==> src/rtl/regfile_reader.sv <==
// Burst reader: streams a run of regfile words out through a small credit-limited FIFO.
// Each beat carries the word's data, its source address and a last-beat flag.
module regfile_reader #(
  parameter int DATA_WIDTH = 8,
  parameter int ADDR_WIDTH = 12,
  parameter int FIFO_DEPTH = 4
) (
  input  logic                  clk,
  input  logic                  rst_n,
  input  logic                  start,
  input  logic [ADDR_WIDTH-1:0] base_addr,
  input  logic [ADDR_WIDTH:0]   length,
  input  logic                  abort,
  output logic                  ran_re,
  output logic [ADDR_WIDTH-1:0] ran_r_addr,
  input  logic [DATA_WIDTH-1:0] ran_r_data,
  output logic                  m_valid,
  input  logic                  m_ready,
  output logic [DATA_WIDTH-1:0] m_data,
  output logic [ADDR_WIDTH-1:0] m_addr,
  output logic                  m_last,
  output logic                  busy,
  output logic                  done
);

  // state | meaning
  // IDLE  | waiting for start
  // READ  | issuing regfile reads as FIFO credit allows
  // DRAIN | all reads issued, waiting for the last beat to leave
  typedef enum logic [1:0] {IDLE, READ, DRAIN} state_t;

  localparam int PTR_W = $clog2(FIFO_DEPTH);
  localparam int CNT_W = PTR_W + 1;

  state_t                state_q, state_d;
  logic [ADDR_WIDTH-1:0] addr_q, addr_d;
  logic [ADDR_WIDTH:0]   remain_q, remain_d;
  logic                  inflight_q, inflight_d;
  logic [ADDR_WIDTH-1:0] infl_addr_q, infl_addr_d;
  logic                  infl_last_q, infl_last_d;
  logic                  done_q, done_d;
  logic [PTR_W-1:0]      wr_ptr_q, wr_ptr_d;
  logic [PTR_W-1:0]      rd_ptr_q, rd_ptr_d;
  logic [CNT_W-1:0]      count_q, count_d;

  logic [DATA_WIDTH-1:0] fifo_data_q [FIFO_DEPTH];
  logic [ADDR_WIDTH-1:0] fifo_addr_q [FIFO_DEPTH];
  logic                  fifo_last_q [FIFO_DEPTH];

  logic issue, credit_ok, wr_en, rd_en, last_xfer, abort_acc, flush;

  // Outputs are gated by m_valid so an empty FIFO presents zeros, including under reset.
  assign m_valid    = (count_q != '0);
  assign m_data     = m_valid ? fifo_data_q[rd_ptr_q] : '0;
  assign m_addr     = m_valid ? fifo_addr_q[rd_ptr_q] : '0;
  assign m_last     = m_valid && fifo_last_q[rd_ptr_q];
  assign busy       = (state_q != IDLE);
  assign rd_en      = m_valid && m_ready;
  assign wr_en      = inflight_q;
  assign last_xfer  = (state_q == DRAIN) && rd_en && m_last;
  // A completing last beat takes precedence over a simultaneous abort.
  assign abort_acc  = abort && busy && !last_xfer;
  assign credit_ok  = ({1'b0, count_q} + (CNT_W+1)'(inflight_q)) < (CNT_W+1)'(FIFO_DEPTH);
  assign issue      = (state_q == READ) && (remain_q != '0) && credit_ok && !abort;
  assign ran_re     = issue;
  assign ran_r_addr = addr_q;
  assign done       = done_q || last_xfer;

  always_comb begin
    state_d     = state_q;
    addr_d      = addr_q;
    remain_d    = remain_q;
    inflight_d  = issue;
    infl_addr_d = issue ? addr_q : infl_addr_q;
    infl_last_d = issue ? (remain_q == (ADDR_WIDTH+1)'(1)) : infl_last_q;
    done_d      = 1'b0;
    flush       = 1'b0;
    case (state_q)
      IDLE: begin
        if (start) begin
          if (length != '0) begin
            addr_d   = base_addr;
            remain_d = length;
            state_d  = READ;
          end else begin
            done_d = 1'b1;
          end
        end
      end
      READ: begin
        if (abort_acc) begin
          state_d = IDLE;
          flush   = 1'b1;
          done_d  = 1'b1;
        end else if (issue) begin
          addr_d   = addr_q + ADDR_WIDTH'(1);
          remain_d = remain_q - (ADDR_WIDTH+1)'(1);
          if (remain_q == (ADDR_WIDTH+1)'(1)) state_d = DRAIN;
        end
      end
      DRAIN: begin
        if (abort_acc) begin
          state_d = IDLE;
          flush   = 1'b1;
          done_d  = 1'b1;
        end else if (last_xfer) begin
          state_d = IDLE;
        end
      end
      default: state_d = IDLE;
    endcase
  end

  always_comb begin
    wr_ptr_d = wr_ptr_q;
    rd_ptr_d = rd_ptr_q;
    count_d  = count_q;
    if (flush) begin
      wr_ptr_d = '0;
      rd_ptr_d = '0;
      count_d  = '0;
    end else begin
      if (wr_en) wr_ptr_d = wr_ptr_q + PTR_W'(1);
      if (rd_en) rd_ptr_d = rd_ptr_q + PTR_W'(1);
      case ({wr_en, rd_en})
        2'b10:   count_d = count_q + CNT_W'(1);
        2'b01:   count_d = count_q - CNT_W'(1);
        default: count_d = count_q;
      endcase
    end
  end

  always_ff @(posedge clk or negedge rst_n) begin
    if (!rst_n) begin
      state_q     <= IDLE;
      addr_q      <= '0;
      remain_q    <= '0;
      inflight_q  <= 1'b0;
      infl_addr_q <= '0;
      infl_last_q <= 1'b0;
      done_q      <= 1'b0;
      wr_ptr_q    <= '0;
      rd_ptr_q    <= '0;
      count_q     <= '0;
    end else begin
      state_q     <= state_d;
      addr_q      <= addr_d;
      remain_q    <= remain_d;
      inflight_q  <= inflight_d;
      infl_addr_q <= infl_addr_d;
      infl_last_q <= infl_last_d;
      done_q      <= done_d;
      wr_ptr_q    <= wr_ptr_d;
      rd_ptr_q    <= rd_ptr_d;
      count_q     <= count_d;
    end
  end

  // Storage needs no reset: entries are only visible while count_q covers them.
  always_ff @(posedge clk) begin
    if (wr_en) begin
      fifo_data_q[wr_ptr_q] <= ran_r_data;
      fifo_addr_q[wr_ptr_q] <= infl_addr_q;
      fifo_last_q[wr_ptr_q] <= infl_last_q;
    end
  end

endmodule
==> config.mk <==
export PLATFORM = sky130hd
export DESIGN_NAME = regfile_reader
export DESIGN_NICKNAME = d
export VERILOG_FILES = /design/src/rtl/regfile_reader.sv
export SDC_FILE = /design/constraint.sdc
export NUM_CORES = 1
export LEC_CHECK = 0
export CORE_ASPECT_RATIO = 0.7
export CORE_MARGIN = 3
export CORE_UTILIZATION = 35
export DETAILED_ROUTE_END_ITERATION = 10
export SETUP_SLACK_MARGIN = 0.1
export SYNTH_ARGS = -nofsm -noshare
export SYNTH_HDL_FRONTEND = slang
export SYNTH_SLANG_ARGS = --single-unit
==> constraint.sdc <==
create_clock -name clk -period 2.35 [get_ports clk]
set_input_delay 0.235 -clock clk [delete_from_list [all_inputs] [get_ports clk]]
set_output_delay 0.235 -clock clk [all_outputs]
set_load 0.02 [all_outputs]
# Yosys cells after proc, flatten, opt, wreduce, memory -nomap -nowiden
# Memory sizes are Yosys's and may differ from the RTL's.
# Cells that the tools add are included.
# totals
input_bits	38
ff_bits	49
output_inout_bits	37
ramBits	84
memories	3
wordCells	90
# classes
eq_ne	12
order_cmp	1
muxes	33
n_reduce_logical	24
n_addsub	7
# memory_table
name	depth	word_bits	read_ports	rd_ports_with_merged_regs	wr	line	text
fifo_addr_q	4	12	1	0	1	47	logic [ADDR_WIDTH-1:0] fifo_addr_q [FIFO_DEPTH];
fifo_data_q	4	8	1	0	1	46	logic [DATA_WIDTH-1:0] fifo_data_q [FIFO_DEPTH];
fifo_last_q	4	1	1	0	1	48	logic fifo_last_q [FIFO_DEPTH];
# op_table
op	count
12-bit 2-to-1 mux	5
13-bit 2-to-1 mux	4
13-bit one-hot mux with 2 select lines	1
13-bit nonzero test	2
12-bit one-hot mux with 2 select lines	1
2-bit 2-to-1 mux	11
13-bit by 1-bit equality test with 1-bit output (second input constant)	1
13-bit by 1-bit subtractor with 13-bit output (second input constant)	1
12-bit by 1-bit adder with 12-bit output (second input constant)	1
5-bit AND reduction	2
1-bit logical AND	9
8-bit 2-to-1 mux	1
2-bit inequality test (second input constant)	4
2-bit nonzero test	4
1-bit 2-to-1 mux	6
3-bit inequality test (second input constant)	2
2-bit one-hot mux with 3 select lines	1
3-bit one-hot mux with 2 select lines	1
3-bit nonzero test	2
2-bit by 1-bit adder with 2-bit output (second input constant)	2
3-bit by 1-bit adder with 4-bit output	1
2-bit by 1-bit equality test with 1-bit output (second input constant)	2
2-bit equality test (second input constant)	2
4-bit by 3-bit < comparator with 1-bit output (second input constant)	1
9 further kinds	10

# Logic depth before layout (Yosys ltp)
# depth
ltp_word	9
mapped_depth	9
ltp_nobuf	8

# Least setup slack after synthesis
# No wires, ideal clock.
# synth_path
kind	reg-to-reg
start	reg state_q[1]
end	reg addr_q[1], in the netlist ran_r_addr[1]
path_stages_with_launch	9
path_buffers	1
t_required_ns	2.222
setup_time_ns	0.128
synth_period_minus_slack_ns	2.052
t_arrival_ns	1.925
setup_slack_ns	0.298
path_cell_list	dfrtp_1 inv_1 ha_1 inv_2 o21ai_0 nand2_1 buf_4 a21oi_2 mux2_1
# synth_between
elab_chain_cells	7
elab_cells_between_ends	19
classes_between	eq/ne (6); mux (1); reduce/logical (12)
# synth_rtl
element	line	text
start, declared	35	state_t state_q, state_d;
start signal, assigned	146	state_q <= state_d;
2-bit equality test	60	assign last_xfer = (state_q == DRAIN) && rd_en && m_last;
1-bit logical AND (2 in a row)	60	
1-bit zero test	62	assign abort_acc = abort && busy && !last_xfer;
1-bit logical AND	62	
2-bit inequality test (no line)	n/a	
5-bit AND reduction (no line)	n/a	
end signal, assigned	147	addr_q <= addr_d;
end, declared	36	logic [ADDR_WIDTH-1:0] addr_q, addr_d;
# Several ways; a longest one is shown, not always the timed one.
# A chain may end at the register's enable or synchronous reset.

# Worst setup path after layout
# layout_path
start	reg rd_ptr_q[0]
end	out m_data[3]
# layout_between
elab_chain_cells	2
# layout_rtl
element	line	text
start, declared	43	logic [PTR_W-1:0] rd_ptr_q, rd_ptr_d;
start signal, assigned	154	rd_ptr_q <= rd_ptr_d;
memory 4 x 8 bit	n/a	
8-bit 2-to-1 mux	54	assign m_data = m_valid ? fifo_data_q[rd_ptr_q] : '0;
end, declared	19	output logic [DATA_WIDTH-1:0] m_data,
# Every way passes these cells.

==> impl_metrics.json <==
{
  "outcome": "complete, no violations",
  "io_buffers": 74,
  "vdd_drop_max_v": 0.000599,
  "synthArstFlopShare": 0.368,
  "synth_cell_types": 61,
  "grt_pass1_vias": 4271,
  "cts_tree": "yes",
  "io_pins": 75,
  "rsz0062_at_grt": "yes",
  "maxCapViolCount": 0,
  "slowest_stage": "mux4_2",
  "root_buffer": "clkbuf_16",
  "yosysMostFrequentCell": "edfxtp_1",
  "pwr-share-seq": 0.340,
  "period_minus_slack_ns": 2.19,
  "gr-total-overflow": 0,
  "pwr_density_cell_nw_per_um2": 1360,
  "reg2reg_depth": 7,
  "syn_to_final_growth_pct": 30.8,
  "start_util": 0.367,
  "path_buf_inv": 2,
  "std_cell_rows": 39,
  "wire_per_inst_um": 18.3,
  "numCtsBuffers": 17,
  "synth_top_area_frac": 0.411,
  "worstPathCellList": "buf_4 -> mux4_2 -> nor2b_1 -> dlygate4sd2_1",
  "diodes": 0,
  "grt_pass1_wl_mm": 23.4,
  "drc_errors": 0,
  "setup_violations": 0,
  "drt.antenna.violating_nets": 0,
  "finalMaxSlewViolations": 0,
  "dieArea_um2": 19200,
  "timing.rr.start": "state_q[0]",
  "die_w_um": 164,
  "ys_ff_latch": 133,
  "synth.net_count": 519,
  "initialDrtViolationCount": 222,
  "netlist_area_um2": 6140,
  "layout-drive-gt1-share": 0.230,
  "swShare": 0.376,
  "clock_latency_ns": 0.41,
  "syn-instance-count": 468,
  "multi_input_area_um2": 2220,
  "max_slew_margin": 0.649,
  "yosysSeqAreaShare": 0.611,
  "arrival_ns": 1.96,
  "timing.final.crit_share": 0.933,
  "seq_area_um2": 3750,
  "vias_per_cell": 5.18,
  "syn_area_per_cell_um2": 13.1,
  "power_mw": 10.9,
  "ys_warn_count": 0,
  "finalClockSkew_ns": 0.0142,
  "max_freq_mhz": 456,
  "clk_pin_slew_ns": 0.07,
  "switchingPower_mw": 4.12,
  "max_stage_delay_ns": 0.52,
  "clk_path_buf_depth": 2,
  "yosys.area.top_type": "edfxtp_1",
  "r2r-end": "ran_r_addr[11]",
  "grt_max_degree": 50,
  "path_depth": 4,
  "postLayoutCellArea_um2": 8030,
  "finalWorstSetupSlack_ns": 0.158,
  "dr.pass1.iters": 6,
  "antenna_found_initial": 0,
  "p_int_mw": 6.82,
  "pwr-share-comb": 0.418,
  "vias": 4229,
  "worstPathRequired_ns": 2.12,
  "cts_max_level": 4,
  "yosys-top-cells-count": "84 x edfxtp_1, 49 x dfrtp_1, 33 x nand2_1, 33 x nor2_1, 32 x inv_1",
  "r2r_slack_ns": 0.17,
  "fin_nets": 629,
  "synth_area_leaders": "edfxtp_1 41%, dfrtp_1 20%, mux4_2 7.7%",
  "critPathTopFamily": "multiplexers",
  "p_leak_nw": 3.07,
  "hold_class": "input pin to async pin",
  "synth-main-ff-cell": "edfxtp_1",
  "finalHoldViolCount": 0,
  "worst_pin_slew_ns": 0.522,
  "grt_use_total": 0.161,
  "place.gp.congestion": 0.858,
  "worst-setup-path-type": "flip-flop to primary output",
  "dp_slack_ns": 0.0188,
  "cp_max_fo": 7,
  "die_h_um": 117,
  "dpl_cell_area_um2": 7340,
  "dpl.hpwl_mm": 9.87,
  "synth_edf_count": 84,
  "cts.sinks": 133,
  "p_clk_frac": 0.243,
  "end_kind": "primary output",
  "critPathLaunch": "rd_ptr_q[0]",
  "worstSetupStartpointType": "flip-flop",
  "fill_cells": 1472,
  "drt-total-wl_mm": 14.9,
  "core_area_um2": 16700
}
## cells by family after synthesis
family / after synthesis / share of synthesized area
mux: 28 / 0.0889
compound gates: 89 / 0.107
flops: 133 / 0.611
fa+ha+maj: 13 / 0.0277
buf+inv: 57 / 0.0391
xor+xnor: 5 / 0.00713
simple gates: 143 / 0.120
## layout make-up
class	count	share of cell area
multi-input cells	278	0.277
well taps	225	0.0351
repair buffers	115	0.131
flip-flops and latches	133	0.467
clock inverters	15	0.0210
inverters	33	0.0154
clock buffers	17	0.0530
## how the worst max path moves through the flow
stage,end
floorplan,ran_r_addr[1]
global placement,ran_r_addr[11]
detailed placement,ran_r_addr[11]
CTS,ran_re
global route,ran_re
finish,m_data[3]
## layout by cell type, fill, tap and decap left out, drive strengths merged, types with 19 or more instances in the layout
cell type,instances
buf,54
nor2,33
edfxtp,84
dfrtp,49
mux4,21
nor2b,22
inv,40
o21ai,28
nand2,33
clkbuf,19
clkdlybuf4s50,49
## state kept, by name, indices dropped and copies added (netlist names)
| register | flops |
|---|---|
| count_q | 3 |
| inflight_q | 1 |
| fifo_data_q | 32 |
| state_q | 2 |
| infl_addr_q | 12 |
| ran_r_addr | 12 |
| fifo_addr_q | 48 |
| wr_ptr_q | 2 |
| rd_ptr_q | 2 |
| fifo_last_q | 4 |
| done_q | 1 |
| remain_q | 13 |
| infl_last_q | 1 |
## per-layer routing
metal | GRT usage | share of wire | up-vias
met5 | 0 | 0 | -
met4 | 0.0496 | 0.012 | 0
met1 | 0.240 | 0.48 | 2130
met3 | 0.0383 | 0.048 | 15
met2 | 0.232 | 0.46 | 115
li1 | - | - | 1969
## tightest hold or removal path, stage by stage
cell	delay (ns)
dlygate4sd3_1	0.52
buf_2	0.12
buf_12	0.25
## power groups by stage
stage,registers (mW),clock network [mW],logic [mW]
final,3.71,2.66,4.57
after global placement,3.68,0,4.54
after floorplan,3.65,0,2.76
after global routing,3.79,2.83,5.01
after CTS,3.68,2.71,4.60
after detailed placement,3.72,0,4.59
## timing repair
item,in CTS,in global routing
setup buffers,2,5
hold endpoints to repair,49,0
pin swaps,0,4
hold buffers,1,0
resized for setup,63,23
gates cloned,1,0
endpoints found under the setup margin,27,43
## through the flow
stage / hold slack [ns] / std cells / utilization / TNS, ns
2_1_floorplan: -0.0606 / 468 / - / 0
3_3_place_gp: 0.247 / 775 / 0.438 / 0
3_5_place_dp: 0.247 / 775 / 0.438 / 0
4_1_cts: 0.343 / 811 / 0.476 / 0
5_1_grt: 0.357 / 816 / 0.480 / -0.0148
6_report: 0.341 / 816 / 0.480 / 0
(Power assumes the default switching activity.)
==> RTL change, RTL diff (config.mk and constraints unchanged) <==
Reset style: synchronous (`rst_n`), changed in one clocked block.
--- a/src/rtl/regfile_reader.sv
+++ b/src/rtl/regfile_reader.sv
@@ -130,7 +130,7 @@
     end
   end
 
-  always_ff @(posedge clk or negedge rst_n) begin
+  always_ff @(posedge clk) begin
     if (!rst_n) begin
       state_q     <= IDLE;
       addr_q      <= '0;
Function: differs if rst_n is asserted again (counterexample within 4 cycles, from zero or initial values and one cycle with rst_n low); with rst_n held inactive, the same outputs for 4 cycles.
==> RTL change against the unedited design <==
- hold slack improved by 0.13 ns
- worst setup slack got worse by 0.031 ns
- routed wire length shrank 1.1%
- synthesized area fell by 1.4%
- sequential cell count increased by 2
- final area shrank 2.3%
- critical path type unchanged
- die area decreased by 1.3%
- highest routed layer unchanged
- first-iteration DRC count increased by 62%
Power is not compared: it rests on default switching activity, and its combinational part moved more than twofold at a synthesized area within 25%.
==> RTL change: results (changes against the unedited design) <==
[synthesis]
synth_xor_area_share_pct=0.868  ; +0.15 points
avgSynthCellArea_sq_um=12.2  ; -6.8%
synthTopCellsByArea=edfxtp_1 (42%), dfxtp_1 (17%), mux4_2 (7.8%)
synth_mux_area_share_pct=8.83  ; -0.059 points
synth_top_area_share_pct=41.7  ; +0.59 points
synth-async-reset-ratio_pct=0  ; -37 points
synthAdderAreaFrac_pct=3.02  ; +0.25 points
syn_nets=547  ; +5.4%

[layout]
multiInputCombCellCount=310  ; +12%
clockNetworkAreaShare_pct=7.32  ; -0.079 points
signal_buffers=105  ; -8.7%
n_all_inverters=21  ; -36%
bufAreaShareNonClock_pct=12.9  ; -0.23 points
num-fill-cells=1524  ; +3.5%
sh_seq_area_pct=45.2  ; -1.5 points
drive_gt1_share_pct=15.8  ; -7.2 points

[min_path]
hold_path.class=input port to register

[placement]
place_inst=796  ; +2.7%
placed_cell_area_sq_um=7230  ; -1.5%
gp_congestion=0.874  ; +1.9%

[worst_setup_path]
slowest_delay_ns=0.39  ; -0.13 ns
critPathSlowestCell=dfxtp_1
ff2ff_path_depth=6  ; -1

[floorplan]
coreArea_sq_um=16600  ; -0.58%

[global_route]
grtUsageMet2_pct=23.9  ; +0.64 points
grt_pass1_vias=4346  ; +1.8%
met3_usage_pct=4.54  ; +0.70 points
grt_pass1_wl_mm=23.6  ; +0.71%

[route]
wl_per_cell_microns=17.9  ; -2.5%
dr_wl_met2_mm=6.40  ; -6.2%
viasPerCell=5.34  ; +3.0%
m1WireLength_mm=7.11  ; -1.4%

[sta]
fin_skew_ns=0.0137  ; -0.000532 ns

[status]
outcome=finished, final reports clean

[cts]
postCtsHoldBufs=0  ; -1

[RTL change: changes by cell type after synthesis, moves of 7 or more]
cell     before  now
dfxtp_1       0   51
nor2_1       33   20
o21ai_0      24    6
o32ai_1       2    9
a21oi_1       6   36
dfrtp_1      49    0
inv_1        32   19
nand2_1      33   50
[RTL change: final timing paths]
path | slack (ns) | to | start
worst max register to register | 0.22 | ran_r_addr[7] | register
worst min register to register | 0.48 | remain_q[12] | remain_q[12]
worst max-delay path | 0.13 | ran_re | remain_q[9]
worst min-delay path | 0.47 | fifo_data_q[2][5] | ran_r_data[5]
[RTL change: power by group through the flow]
stage / clock network [mW] / logic [mW] / registers, mW
4_1_cts: 2.64 / 1.17 / 2.69
6_report: 2.59 / 1.20 / 2.70
3_3_place_gp: 0 / 1.19 / 2.73
3_5_place_dp: 0 / 1.19 / 2.73
5_1_grt: 2.74 / 1.31 / 2.70
2_1_floorplan: 0 / 0.686 / 2.73
